File: src/rtl/arr_bank.sv
// arr_bank: single-bank word array shared between a kernel datapath port
// (arr*) and a host control port (controlArr*), with a hardware clear
// sequencer and sticky out-of-range detection.
//
// Ports:
//   clk, rst_n                  clock (rising edge), asynchronous active-low reset
//   controlArr                  1 = host owns the bank, kernel strobes ignored
//   controlArrWEnable/REnable   host write / read strobes
//   controlArrAddr/WData        host address / write data
//   controlArrRData/RValid      host read data (held) / one-cycle valid pulse
//   arrWEnable/REnable          kernel write / read strobes
//   arrAddr/WData               kernel address / write data
//   arrRData/RValid             kernel read data (held) / one-cycle valid pulse
//   clearStart                  pulse: start the clear sequence
//   clearBusy                   clear sequence in progress (DEPTH cycles)
//   errOob                      sticky out-of-range access flag
//   errClr                      clears errOob (a simultaneous new error wins)
module arr_bank #(
  parameter int              DATA_W         = 64,
  parameter int              DEPTH          = 16,
  parameter int              ADDR_W         = (DEPTH > 1) ? $clog2(DEPTH) : 1,
  parameter logic [DATA_W-1:0] CLEAR_VALUE  = '0,
  parameter bit              CLEAR_ON_RESET = 1'b1
) (
  input  logic              clk,
  input  logic              rst_n,
  input  logic              controlArr,
  input  logic              controlArrWEnable,
  input  logic              controlArrREnable,
  input  logic [ADDR_W-1:0] controlArrAddr,
  input  logic [DATA_W-1:0] controlArrWData,
  output logic [DATA_W-1:0] controlArrRData,
  output logic              controlArrRValid,
  input  logic              arrWEnable,
  input  logic              arrREnable,
  input  logic [ADDR_W-1:0] arrAddr,
  input  logic [DATA_W-1:0] arrWData,
  output logic [DATA_W-1:0] arrRData,
  output logic              arrRValid,
  input  logic              clearStart,
  output logic              clearBusy,
  output logic              errOob,
  input  logic              errClr
);

  // One extra bit so DEPTH == 2**ADDR_W is representable in the compare.
  localparam logic [ADDR_W:0]   DEPTH_L  = (ADDR_W + 1)'(DEPTH);
  localparam logic [ADDR_W-1:0] LAST_PTR = ADDR_W'(DEPTH - 1);

  typedef enum logic {ST_IDLE, ST_CLEAR} state_t;

  state_t            state_reg;
  logic [ADDR_W-1:0] ptr_reg;
  logic              start_pend_reg;  // auto-clear request armed by reset
  logic              busy_reg;
  logic              err_oob_reg;

  logic [DATA_W-1:0] mem [DEPTH];

  // Active-port selection: only the owning port's strobes reach the bank.
  logic              sel_we;
  logic              sel_re;
  logic [ADDR_W-1:0] sel_addr;
  logic [DATA_W-1:0] sel_wdata;

  always_comb begin
    sel_we    = arrWEnable;
    sel_re    = arrREnable;
    sel_addr  = arrAddr;
    sel_wdata = arrWData;
    if (controlArr) begin
      sel_we    = controlArrWEnable;
      sel_re    = controlArrREnable;
      sel_addr  = controlArrAddr;
      sel_wdata = controlArrWData;
    end
  end

  logic idle;
  logic oob;
  logic acc_any;
  logic acc_wr;
  logic acc_rd;
  logic [DATA_W-1:0] rd_word;

  assign idle    = (state_reg == ST_IDLE);
  assign oob     = ({1'b0, sel_addr} >= DEPTH_L);
  assign acc_any = idle && (sel_we || sel_re);
  assign acc_wr  = idle && sel_we && !oob;
  // A simultaneous write takes priority; the read is dropped entirely.
  assign acc_rd  = idle && sel_re && !sel_we;
  assign rd_word = oob ? '0 : mem[sel_addr];

  // Storage is deliberately not reset; the clear sequencer owns the write
  // port while busy so kernel/host writes cannot interleave with it.
  always_ff @(posedge clk) begin
    if (state_reg == ST_CLEAR) begin
      mem[ptr_reg] <= CLEAR_VALUE;
    end else if (acc_wr) begin
      mem[sel_addr] <= sel_wdata;
    end
  end

  // Control FSM, clear pointer and sticky error flag.
  always_ff @(posedge clk or negedge rst_n) begin
    if (!rst_n) begin
      state_reg      <= ST_IDLE;
      ptr_reg        <= '0;
      start_pend_reg <= CLEAR_ON_RESET;
      busy_reg       <= 1'b0;
      err_oob_reg    <= 1'b0;
    end else begin
      case (state_reg)
        ST_IDLE: begin
          start_pend_reg <= 1'b0;
          if (clearStart || start_pend_reg) begin
            state_reg <= ST_CLEAR;
            ptr_reg   <= '0;
            busy_reg  <= 1'b1;
          end
        end
        ST_CLEAR: begin
          // clearStart is ignored here: the running sequence is not restarted.
          if (ptr_reg == LAST_PTR) begin
            state_reg <= ST_IDLE;
            ptr_reg   <= '0;
            busy_reg  <= 1'b0;
          end else begin
            ptr_reg <= ptr_reg + 1'b1;
          end
        end
        default: begin
          state_reg <= ST_IDLE;
          busy_reg  <= 1'b0;
        end
      endcase

      if (acc_any && oob) begin
        err_oob_reg <= 1'b1;
      end else if (errClr) begin
        err_oob_reg <= 1'b0;
      end
    end
  end

  // Read return registers, one per port (gi = 0 kernel, gi = 1 host). The
  // owner is latched implicitly: the data lands in the register of whichever
  // port owned the bank at the acceptance edge.
  genvar gi;
  generate
    for (gi = 0; gi < 2; gi++) begin : g_rport
      localparam logic OWNER = (gi == 1);
      logic              rvalid_reg;
      logic [DATA_W-1:0] rdata_reg;

      always_ff @(posedge clk or negedge rst_n) begin
        if (!rst_n) begin
          rvalid_reg <= 1'b0;
          rdata_reg  <= '0;
        end else begin
          rvalid_reg <= acc_rd && (controlArr == OWNER);
          if (acc_rd && (controlArr == OWNER)) begin
            rdata_reg <= rd_word;
          end
        end
      end
    end
  endgenerate

  assign arrRValid        = g_rport[0].rvalid_reg;
  assign arrRData         = g_rport[0].rdata_reg;
  assign controlArrRValid = g_rport[1].rvalid_reg;
  assign controlArrRData  = g_rport[1].rdata_reg;
  assign clearBusy        = busy_reg;
  assign errOob           = err_oob_reg;

endmodule

File: config.mk
export PLATFORM = sky130hd
export DESIGN_NAME = arr_bank
export DESIGN_NICKNAME = d
export VERILOG_FILES = /design/src/rtl/arr_bank.sv
export SDC_FILE = /design/constraint.sdc
export NUM_CORES = 2
export LEC_CHECK = 0
export ABC_AREA = 1
export CORE_MARGIN = 4
export CORE_UTILIZATION = 25
export DETAILED_ROUTE_END_ITERATION = 8
export HOLD_SLACK_MARGIN = 0.1
export PLACE_DENSITY = 0.39
export REMOVE_ABC_BUFFERS = 1
export SETUP_SLACK_MARGIN = 0.02
export SLEW_MARGIN = 40
export SYNTH_ARGS = -nofsm -noshare
export SYNTH_HDL_FRONTEND = slang
export SYNTH_SLANG_ARGS = --single-unit
File: constraint.sdc
create_clock -name clk -period 7.55 [get_ports clk]
set_input_delay 0.755 -clock clk [delete_from_list [all_inputs] [get_ports clk]]
set_output_delay 0.755 -clock clk [all_outputs]
set_load 0.01 [all_outputs]
==> reports/results.tsv <==
metric	value	unit
Final HPWL DP	85.83	mm
layout cells sized above 1	6.919	%
Starting Density	25.10	%
synthesized flop and latch total	1161	
Seq. cell area	34180	sq um
GP Congestion	0.6993	
cts bufs inserted	144	
critical path depth	8	
IO Port Bufs	274	
Root Buffer	clkbuf_16	
Hold Buf Count CTS	1	
clock share of power	33.2	%
Synth area leader	edfxtp_1	
Final setup viols	0	
CP endpoint	mem[14][48]	
htree depth	4	
wire length after detailed routing	165.4	mm
Mapped Cells	5024	
Crit Path Category	in -> reg	
top post-synthesis cells by area	edfxtp_1, nand3_1, nand2_1	
Netlist Area Pre-Place	51360	sq um
critical path arrival	5.00	ns
CTS Sinks	1161	
Vias per Instance	4.328	
I/O pin cnt	277	
Gate power share	21.5	%
internal power	13.88	mW
Max Clk Rate	0.2166	GHz
die footprint	212700	sq um
CTS resizes	0	
Post-CTS Repair Setup Buffers	0	
Rel. slew slack	42.63	%
Worst path max stage delay	0.67	ns
Multi-input gate area	12500	sq um
average cell area after synthesis	10.22	sq um
EDFF count, synth	1024	
Seq pwr share	45.3	%
DIE HEIGHT	461.2	um
Row Count	166	
deepest clock path buffer count	3	
sw power	6.016	mW
maximum vdd drop	0.0002459	V
CTS clk-pin slew, worst paths	0.06	ns
# Max-Cap Violations	0	
share of the synthesized area in the top cell type	59.87	%
Chip Width	461.2	um
register area share after synthesis	66.55	%
vias in the first global route	34250	
RSZ-0062 raised after global routing	false	
fin crit period	4.616	ns
antenna violations before repair	9	
synth warn	0	
crit end category	register	
Layout Nets	5392	
Synth-to-Final Area Change	20.52	%
final hold violations	0	
R2R Path End	mem[14][48]	
CP required	7.94	ns
depth of the most critical reg-to-reg path	7	
grt total ovfl	0	
PD cells	321.4	nW/um^2
DR WL/cell	20.54	um
async set-reset flop share out of synthesis	11.80	%
first-pass GRT wire length	239.9	mm
Yosys cell types	28	
startpoint types	input pin	
Hold Crit Start	start_pend_reg	
Final period util	61.14	%
via count	34860	
Power Total	19.89	mW
pin count of the biggest net entering global routing	147	
Remaining DRCs	0	
Synth Flop Type	edfxtp_1	
initial DRC count	2239	
Final Cell Area	61900	sq um
max-slew violation count	0	
max reg flops	1024	
reg2reg start	state_reg	
GRT Util Overall	15.33	%
CP startpoint	controlArr	
worst skew pair latency	0.78	ns
most common cell in the synthesized netlist	nand3_1	
Post-DP Area	57350	sq um
CTS tree	built	
CP bufs+invs	3	
setup TNS	0	ns
Worst-Margin Slew	0.8605	ns
Most flops, register	mem	
CORE AREA	204600	sq um
FF-to-FF setup slack	3.85	ns
critical path cell sequence	buf_4 -> inv_4 -> nand2_8 -> nand2_8 -> o21ai_1 -> nand2_1 -> nor2_4 -> buf_4	
Leak	25.78	nW
top cells by count, synth	nand3_1, nand2_1, edfxtp_1	
Crit path max-delay family	simple AND/OR/NAND/NOR gates	
maximum fanout along the worst path	98	
CP max-delay cell	nor2_4	
Sw Ratio	30.25	%
drt pass-1 iters	6	
status	finished clean	
fillers	21070	
ANT nets after route	0	
worst min-delay path class	reg -> reg	
skew final	0.02186	ns
stage by stage:
step                setup slack, ns  hold WS, ns  util [%]  std cells
floorplan                    -8.031       0.4382         -       4714
global placement              2.118       0.4519     27.84       7779
detailed placement            2.044       0.4531     28.03       7785
CTS                           2.875       0.4621     30.23       8048
global route                  2.662       0.4909     30.25       8050
finish                        2.934       0.4620     30.25       8055
how the worst min path moves through the flow:
stage	cells after the start	to	slack (ns)
after floorplan	2	start_pend_reg	0.44
after global placement	2	start_pend_reg	0.45
after detailed placement	2	start_pend_reg	0.45
after CTS	2	start_pend_reg	0.46
after global routing	2	start_pend_reg	0.49
final	2	start_pend_reg	0.46
cells in the final DEF, fill, tap and decap left out, drive strengths merged, types with 2 or more instances in the layout:
cell type,netlist,final
nor3,6,6
edfxtp,1024,1024
dfrtp,136,136
clkinvlp,0,2
inv,918,926
clkinv,0,53
nand3,1222,1222
bufinv,0,5
nand3b,128,128
nor2,14,14
nand2,1184,1184
clkdlybuf4s50,0,272
diode,0,5
clkbuf,39,195
o21ai,11,11
buf,271,112
a21oi,64,64
per-layer routing:
layer | global-route usage (%) | share of wire [%] | vias up
met2 | 25.96 | 48 | 677
li1 | - | - | 16980
met1 | 20.56 | 46 | 17020
met3 | 2.514 | 4.0 | 186
met5 | 0 | 0 | -
met4 | 3.431 | 1.9 | 0
worst register-to-register path, delay by kind of cell, from the launching register on:
family	cells	cell delay, ns
compound gates	1	0.24
buf+inv	3	0.96
flops	1	0.45
simple gates	3	1.64
cell families (layout without fill, tap and decap cells):
| logic type | count (synthesis) | in the layout | share of synthesized area [%] |
|---|---|---|---|
| adder cells (fa/ha/maj) | 1 | 1 | 0.02436 |
| AO/OA/AOI/OAI | 77 | 77 | 0.7748 |
| AND/OR/NAND/NOR | 2555 | 2555 | 22.65 |
| XOR/XNOR | 1 | 1 | 0.01706 |
| buffers and inverters | 1228 | 1566 | 9.979 |
| flip-flops | 1161 | 1161 | 66.55 |
| other | 1 | 6 | 0.007302 |
layout make-up:
type,count,area share (%)
inverters,918,5.595
diodes,5,0.02021
flip-flops and latches,1161,55.22
multi-input cells,2635,20.20
clock inverters,68,0.9925
well taps,2688,5.434
clock buffers,194,6.240
repair buffers,386,6.299
power groups by stage:
| stage | combinational, mW | clock (mW) | sequential (mW) |
|---|---|---|---|
| floorplan | 1.97 | 0 | 9.35 |
| global placement | 4.31 | 0 | 9.14 |
| detailed placement | 4.38 | 0 | 9.14 |
| CTS | 4.40 | 6.82 | 9.02 |
| global route | 4.74 | 7.10 | 9.14 |
| finish | 4.27 | 6.61 | 9.01 |
Power figures use the tool's default switching activity.
